==> src/rtl/seven_pkg.sv <==
// Shared codes for the seven-state FSM and its scheduler: FSM state codes,
// requester target codes and the sequencer state type.
package seven_pkg;

  localparam logic [2:0] ST_A = 3'b000;
  localparam logic [2:0] ST_B = 3'b001;
  localparam logic [2:0] ST_C = 3'b101;
  localparam logic [2:0] ST_D = 3'b010;
  localparam logic [2:0] ST_E = 3'b100;
  localparam logic [2:0] ST_F = 3'b110;
  localparam logic [2:0] ST_G = 3'b111;

  localparam logic [1:0] TGT_D = 2'b00;
  localparam logic [1:0] TGT_E = 2'b01;
  localparam logic [1:0] TGT_G = 2'b10;
  localparam logic [1:0] TGT_F = 2'b11;

  typedef enum logic [1:0] {SEQ_IDLE, SEQ_GO, SEQ_MID, SEQ_CHK} seq_t;

  // FSM code a walk toward the given target must end in
  function automatic logic [2:0] tgt_code(input logic [1:0] t);
    case (t)
      TGT_D:   tgt_code = ST_D;
      TGT_E:   tgt_code = ST_E;
      TGT_G:   tgt_code = ST_G;
      default: tgt_code = ST_F;
    endcase
  endfunction

endpackage

==> src/rtl/seven_rr_arb.sv <==
// Generic combinational round-robin arbiter: the search starts at ptr and wraps,
// and the first active request wins.
module seven_rr_arb #(
  parameter int N = 3,
  localparam int IW = (N > 1) ? $clog2(N) : 1
) (
  input  logic [N-1:0]  req,
  input  logic [IW-1:0] ptr,
  input  logic          en,
  output logic [N-1:0]  gnt,
  output logic [IW-1:0] idx,
  output logic          vld
);

  logic [IW-1:0] i;

  always_comb begin
    gnt = '0;
    idx = '0;
    vld = 1'b0;
    i   = '0;
    for (int k = 0; k < N; k++) begin
      i = IW'((int'(ptr) + k) % N);
      if (en && !vld && req[i]) begin
        vld    = 1'b1;
        gnt[i] = 1'b1;
        idx    = i;
      end
    end
  end

endmodule

==> src/rtl/seven_sched.sv <==
// Round-robin scheduler that steers the free-running seven FSM to each requester's
// terminal state. Optional per-requester grant counters via SEVEN_SCHED_STATS_EN.
module seven_sched
  import seven_pkg::*;
#(
  parameter int N_REQ        = 3,
  parameter int SYNC_TIMEOUT = 8,
  parameter int CNT_W        = 8
) (
  input  logic                   clk,
  input  logic                   reset,
  input  logic [N_REQ-1:0]       req,
  input  logic [2*N_REQ-1:0]     tgt,
  output logic [N_REQ-1:0]       ack,
  output logic                   err,
  output logic                   err_sync,
  output logic                   busy,
  output logic                   x1,
  output logic                   x2,
  output logic                   x3,
  input  logic [2:0]             state_in,
  input  logic                   z1,
  input  logic                   z2,
  input  logic                   z3
`ifdef SEVEN_SCHED_STATS_EN
  ,
  output logic [CNT_W*N_REQ-1:0] grant_cnt
`endif
);

  localparam int IW = (N_REQ > 1) ? $clog2(N_REQ) : 1;
  localparam int TW = (SYNC_TIMEOUT > 1) ? $clog2(SYNC_TIMEOUT) : 1;

  seq_t          st;
  logic [IW-1:0] ptr, gidx, widx;
  logic [1:0]    tgt_q;
  logic [TW-1:0] to_cnt;
  logic [N_REQ-1:0] wgnt;
  logic          wvld, pending, in_ab, to_hit, z_ok;
  logic [2:0]    xv;

  assign pending = |req;
  assign in_ab   = (state_in == ST_A) || (state_in == ST_B);
  assign to_hit  = (st == SEQ_IDLE) && pending && !in_ab &&
                   (to_cnt == TW'(SYNC_TIMEOUT - 1));
  assign err_sync = to_hit;
  assign busy     = (st != SEQ_IDLE);

  // Grants only happen at b, so the next cycle's a is where the walk begins
  seven_rr_arb #(.N(N_REQ)) u_arb (
    .req (req),
    .ptr (ptr),
    .en  ((st == SEQ_IDLE) && (state_in == ST_B)),
    .gnt (wgnt),
    .idx (widx),
    .vld (wvld)
  );

  always_ff @(posedge clk or negedge reset) begin
    if (!reset) begin
      st     <= SEQ_IDLE;
      ptr    <= '0;
      gidx   <= '0;
      tgt_q  <= TGT_D;
      to_cnt <= '0;
    end else begin
      case (st)
        SEQ_IDLE: if (wvld) begin
          st    <= SEQ_GO;
          gidx  <= widx;
          tgt_q <= tgt[{widx, 1'b0} +: 2];
          ptr   <= (widx == IW'(N_REQ - 1)) ? '0 : widx + 1'b1;
        end
        SEQ_GO:  st <= SEQ_MID;
        SEQ_MID: st <= SEQ_CHK;
        default: st <= SEQ_IDLE;
      endcase
      if (st != SEQ_IDLE || !pending || in_ab || to_hit) to_cnt <= '0;
      else                                             to_cnt <= to_cnt + 1'b1;
    end
  end

  always_comb begin
    case (tgt_q)
      TGT_D:   z_ok = z1;
      TGT_E:   z_ok = z2;
      TGT_G:   z_ok = z3;
      default: z_ok = !(z1 | z2 | z3);
    endcase
  end

  // x is a pure function of registered state and latched target
  always_comb begin
    xv  = 3'b100;
    ack = '0;
    err = 1'b0;
    case (st)
      SEQ_GO:  xv = {tgt_q == TGT_D, 2'b00};
      SEQ_MID: case (tgt_q)
        TGT_D:   xv = 3'b010;
        TGT_E:   xv = 3'b011;
        TGT_G:   xv = 3'b000;
        default: xv = 3'b001;
      endcase
      SEQ_CHK: begin
        ack[gidx] = 1'b1;
        err       = (state_in != tgt_code(tgt_q)) || !z_ok;
      end
      default: xv = 3'b100;
    endcase
  end

  assign {x1, x2, x3} = xv;

`ifdef SEVEN_SCHED_STATS_EN
  logic [N_REQ-1:0][CNT_W-1:0] cnt_q;

  for (genvar g = 0; g < N_REQ; g++) begin : g_cnt
    always_ff @(posedge clk or negedge reset) begin
      if (!reset)
        cnt_q[g] <= '0;
      else if (st == SEQ_CHK && gidx == IW'(g) && cnt_q[g] != '1)
        cnt_q[g] <= cnt_q[g] + 1'b1;
    end
  end

  assign grant_cnt = cnt_q;
`endif

endmodule

==> config.mk <==
export PLATFORM = sky130hd
export DESIGN_NAME = seven_sched
export DESIGN_NICKNAME = d
export VERILOG_FILES = /design/src/rtl/seven_pkg.sv /design/src/rtl/seven_rr_arb.sv /design/src/rtl/seven_sched.sv
export SDC_FILE = /design/constraint.sdc
export NUM_CORES = 1
export LEC_CHECK = 0
export BUFFER_PORTS_ARGS = -buffer_cell sky130_fd_sc_hd__buf_2
export CORE_UTILIZATION = 35
export DETAILED_ROUTE_END_ITERATION = 6
export GPL_ROUTABILITY_DRIVEN = 0
export HOLD_SLACK_MARGIN = 0.12
export PLACE_DENSITY = 0.61
export SYNTH_ARGS = -nofsm -noshare
export SYNTH_HDL_FRONTEND = slang
export SYNTH_SLANG_ARGS = --single-unit
export TNS_END_PERCENT = 1
==> constraint.sdc <==
create_clock -name clk -period 3.2 [get_ports clk]
set_input_delay 0.32 -clock clk [delete_from_list [all_inputs] [get_ports clk]]
set_output_delay 0.32 -clock clk [all_outputs]
set_load 0.02 [all_outputs]
* After elaboration in Yosys (flattened, before gate mapping)
Cells that the tools add are included.
Widths: inputs -> output; s select.
** Operators by class
- Bitwise logic cells :: 2
- Equal/unequal tests :: 10
- Divide/modulo/power cells :: 3
- Reductions and logical operators :: 27
- Multiply operators :: 0
- Add/sub/neg operators :: 4
- Order comparisons :: 5
- Muxes and demuxes :: 25
- Shift operators :: 1
** Operators by type and width (number)
- $mod 32x3->32 const B :: 2
- $mod 3x3->32 const B :: 1
- $lt 2x3->1 const B :: 4
- $pmux 2 s3 :: 2
- $logic_and 1x1->1 :: 10
- $mux 2 :: 5
- $mux 3 :: 3
- $pmux 3 s3 :: 1
- $eq 2x2->1 const B :: 4
- $mux 1 :: 8
- $bmux 1 s2 :: 3
- $logic_not 1->1 :: 6
- $pmux 3 s2 :: 1
- $shiftx 6x4->2 :: 1
- $logic_or 1x1->1 :: 5
- $eq 2x1->1 const B :: 2
- $logic_not 2->1 :: 2
- $add 2x1->3 const B :: 1
- $add 2x2->3 const B :: 1
- $add 3x1->3 const B :: 1
- $eq 3x1->1 const B :: 1
- $eq 3x3->1 const B :: 1
- $logic_not 3->1 :: 1
- $ne 3x3->1 :: 1
- other kinds (9) :: 10
** Storage, ports and cells
- Input bits :: 17
- Register bits :: 11
- Bits in latches :: 0
- ROM bits :: 0
- Output and inout bits :: 9
- Memories kept :: 0
- RAM bits :: 0

* Depth between registers and ports, before layout
- Depth in word-level cells :: 15
- Gate-level depth with buffers :: 9
- Gate-level depth less buffers :: 8

* Modules after synthesis
From an unflattened synthesis, not the netlist that was laid out.
** Second synthesis, totals
- Cells, all modules :: 117
- Area total of the unflattened synthesis :: 1016.0 sq um
** Modules (own cells, without submodules)
- seven_sched :: cells an instance 76, area an instance 726.9 sq um, seq. area each 275.3 sq um, instances 1
- seven_rr_arb :: cells an instance 41, area an instance 289.0 sq um, seq. area each 0.0 sq um, instances 1

* Worst setup path before layout
No wires, ideal clock.
- Kind :: register to register
- From :: reg ptr[0]
- To :: reg st[1]
- Data arrival time :: 1.698 ns
- Slack :: 1.377 ns
- Period minus slack after synthesis :: 1.823 ns
- Stages on the path, launching flop included :: 9
- Data required time :: 3.075 ns
- Library setup time :: 0.125 ns
- Cells stage by stage :: dfrtp_1 > inv_1 > ha_1 > inv_1 > mux2i_1 > a21o_1 > o21ai_4 > nand2_2 > mux2_4
** On the way
- Cells in the longest elaborated chain, start to end :: 14
- Elaborated cells on any way between the ends :: 22
** RTL lines
- start, declared :: line seven_sched.sv:35 : logic [IW-1:0] ptr, gidx, widx;
- start signal, assigned :: line seven_sched.sv:72 : ptr <= (widx == IW'(N_REQ - 1)) ? '0 : widx + 1'b1;
- branches (longest 12 deep; another with $mod 32x3->32)
- $mux 1 (*) :: line seven_rr_arb.sv:24 : if (en && !vld && req[i]) begin
- $ne 2x1->1 (no line) (*)
- end signal, assigned :: line seven_sched.sv:61 : st <= SEQ_IDLE;
- end signal, assigned :: line seven_sched.sv:69 : st <= SEQ_GO;
- end signal, assigned :: line seven_sched.sv:74 : SEQ_GO: st <= SEQ_MID;
- end, declared :: line seven_sched.sv:34 : seq_t st;
Every way passes the cells marked *. The select of a mux whose other input is x is not followed.
A chain may end at the register's enable or synchronous reset.

* Worst setup path in the final report
- From :: reg st[1]
- To :: out err_sync
** On the way
- Cells in the longest elaborated chain, start to end :: 4
** RTL lines
- $logic_not 2->1 :: line seven_sched.sv:44 : assign to_hit = (st == SEQ_IDLE) && pending && !in_ab &&
- $logic_and 1x1->1 (3 in a row) :: line seven_sched.sv:44
- end, declared :: line seven_sched.sv:16 : output logic err_sync,
Every way passes these cells.

==> metrics.cfg <==
[outcome]
status = finished clean

[global_route]
overflow = 0
antenna_found_initial = 0
grt_max_degree = 12
track_usage_pct = 16.0
grt_pass1_wl_um = 3180
grt_pass1_vias = 726

[logic_synthesis]
ys_async_sr_fraction_pct = 100
syn_area_um2 = 896
synth.distinct_cells = 35
yosysTopAreaCellShare_pct = 30.7
synth-seq-cells = 11
synth_area_leaders = dfrtp_1, ha_1, nand2_1
syn_inst = 105
yosysWarnings = 0
synth_area_leader_cell = dfrtp_1
ys_seq_area_share_pct = 30.7
synthesis.nets = 131
synth_area_per_cell_um2 = 8.53
synth_flop_cell = dfrtp_1
netlist_top_cells_count = nand2_1, dfrtp_1, ha_1, inv_1, o21ai_0
synth_edf_count = 0
synth_most_common_cell = nand2_1

[placement]
preCtsSetupSlack_ns = 1.23
placedInstanceArea_um2 = 1050
hpwlAfterDp_um = 1520
port_buffers = 25

[sta]
maxSlewViolCount = 0
timing.slew.headroom_pct = 67.2
fin_tns_setup_ns = 0
rsz0062_at_grt = no
period_share_pct = 63.7
finalHoldViolCount = 0
tightest_slew_ns = 0.489
setup_violations = 0
fin_skew_ns = 0.00287
fin_crit_ns = 2.04
setup_slack_ns = 1.16
fmax_mhz = 490

[clocking]
post_cts_resized = 0
cts_max_level = 1
clock_sinks = 11
numCtsBuffers = 3
cts_tree = done
clockBufferDepth = 2
root_buffer = clkbuf_4
ctsHoldBuffers = 1
clk_latency_ns = 0.27
postCtsSetupRepairBufs = 0
clk_pin_slew_worst_paths_ns = 0.07

[drt]
drc_errors = 0
wl_per_cell_um = 11.8
firstDrtPassIters = 4
num_vias = 833
wl_met2_um = 971
wl_um = 1900
routed_via_density = 5.17
drt_iter0_drc = 15
wl_met1_um = 858
top_layer_used = met4
met3_length_um = 62
ant_nets = 0

[critical_path]
cp.required_ns = 2.88
r2r-end = st[1]$_DFFE_PN0P_
crit_slowest_cell = dfrtp_1
path_cells = inv_1 -> ha_1 -> o21ai_0 -> nor3b_1 -> buf_2
slowest_delay_ns = 0.43
end_kind = primary output
worstPathArrival_ns = 1.72
critPathTopFamily = flip-flops
path_max_fanout = 7
setup.worst_path.start_class = register
cp.buffers_inverters = 2
reg2reg_slack_ns = 1.22
worstReg2RegStart = ptr[1]$_DFFE_PN0P_
ff2ff_path_depth = 8
path_class = reg -> out

[floorplan]
die_x_um = 52.6
initial_core_util_pct = 38.6
num_rows = 17
core_um2 = 2320
die_area_um2 = 2770
die_y_um = 52.6
ios = 26

[finish]
diodes = 0
syn2layout_area_growth_pct = 20.9
nNetsFinal = 160
final_cell_area_um2 = 1080
drive_gt1_share_pct = 24.1
post-route-util_pct = 46.7

[hold_path]
holdPathEnd = tgt_q[0]$_DFFE_PN0P_
min_path_type = in -> reg
min_from = tgt[2]
min_path_cells = 3

[flow_run]
drv_cap = 0

[power_and_ir_drop]
max-vdd-ir-drop_v = 0.000510
power.density_nw_per_um2 = 823
p_leak_nw = 0.571

## metal layers
| layer | vias to the layer above | track usage, % |
|---|---|---|
| li1 | 428 | - |
| met1 | 388 | 19.8 |
| met2 | 15 | 25.9 |
| met3 | 2 | 5.22 |
| met4 | 0 | 5.26 |
| met5 | - | 0 |
## registers in the layout, indices dropped and copies added (netlist names)
register and cells:
to_cnt 3, gidx 2, ptr 2, st 2, tgt_q 2
## how the worst max path moves through the flow
stage / start / to / depth (start not counted)
6_report: st[1]$_DFFE_PN0P_ / err_sync / 5
5_1_grt: st[1]$_DFFE_PN0P_ / err_sync / 5
4_1_cts: st[1]$_DFFE_PN0P_ / err_sync / 5
3_5_place_dp: ptr[1]$_DFFE_PN0P_ / st[1]$_DFFE_PN0P_ / 8
3_3_place_gp: ptr[1]$_DFFE_PN0P_ / st[1]$_DFFE_PN0P_ / 8
2_1_floorplan: ptr[0]$_DFFE_PN0P_ / st[1]$_DFFE_PN0P_ / 8
## cells by family (layout without fill, tap and decap cells)
group                    Yosys count  in the layout  share of synthesized area (%)
AO/OA/AOI/OAI                     27             27                           21.4
AND/OR/NAND/NOR                   42             42                           24.4
multiplexers                       5              5                           6.14
flip-flops                        11             11                           30.7
adder cells (fa/ha/maj)            9              9                           12.6
buffers and inverters             11             39                           4.75
## tightest hold or removal path: cells and delay by family
kind,cells,cell delay [ns]
AO/OA/AOI/OAI,1,0.12
buffers and inverters,2,0.14
## stage by stage
stage | cells | power (mW) | hold WS [ns]
after floorplan | 105 | 0.666 | 0.0244
after global placement | 156 | 0.789 | 0.202
after detailed placement | 156 | 0.800 | 0.211
after CTS | 161 | 0.902 | 0.346
after global routing | 161 | 0.983 | 0.354
final | 161 | 0.892 | 0.360
## where the power goes
group	switching [mW]	internal (mW)
registers	0.0632	0.196
logic	0.313	0.226
clock network	0.0466	0.0483
total	0.422	0.470
## placed cells by master (no fill, tap or decap), types with 2 or more instances in the layout
cell type and instances:
buf_2 25, nand2_1 13, dfrtp_1 11, inv_1 9
ha_1 9, o21ai_0 7, nor2_1 6, mux2i_1 4
and2_1 3, nor3_1 3, a21oi_1 3, nand3_1 3
a31oi_1 3, clkbuf_4 3, nor4_1 2, and3b_1 2
nor3b_1 2, nand2b_1 2, and3_1 2, a211oi_1 2
or2b_1 2, o21ai_1 2
## cell type report
cell class                      count  area [µm²]
Fill cell                         237        1230
Sequential cell                    11         275
Timing Repair Buffer               26         135
Clock buffer                        4        26.3
Multi-Input combinational cell     83         578
Tap cell                           28        35.0
Inverter                            9        33.8
(Power assumes the default switching activity.)
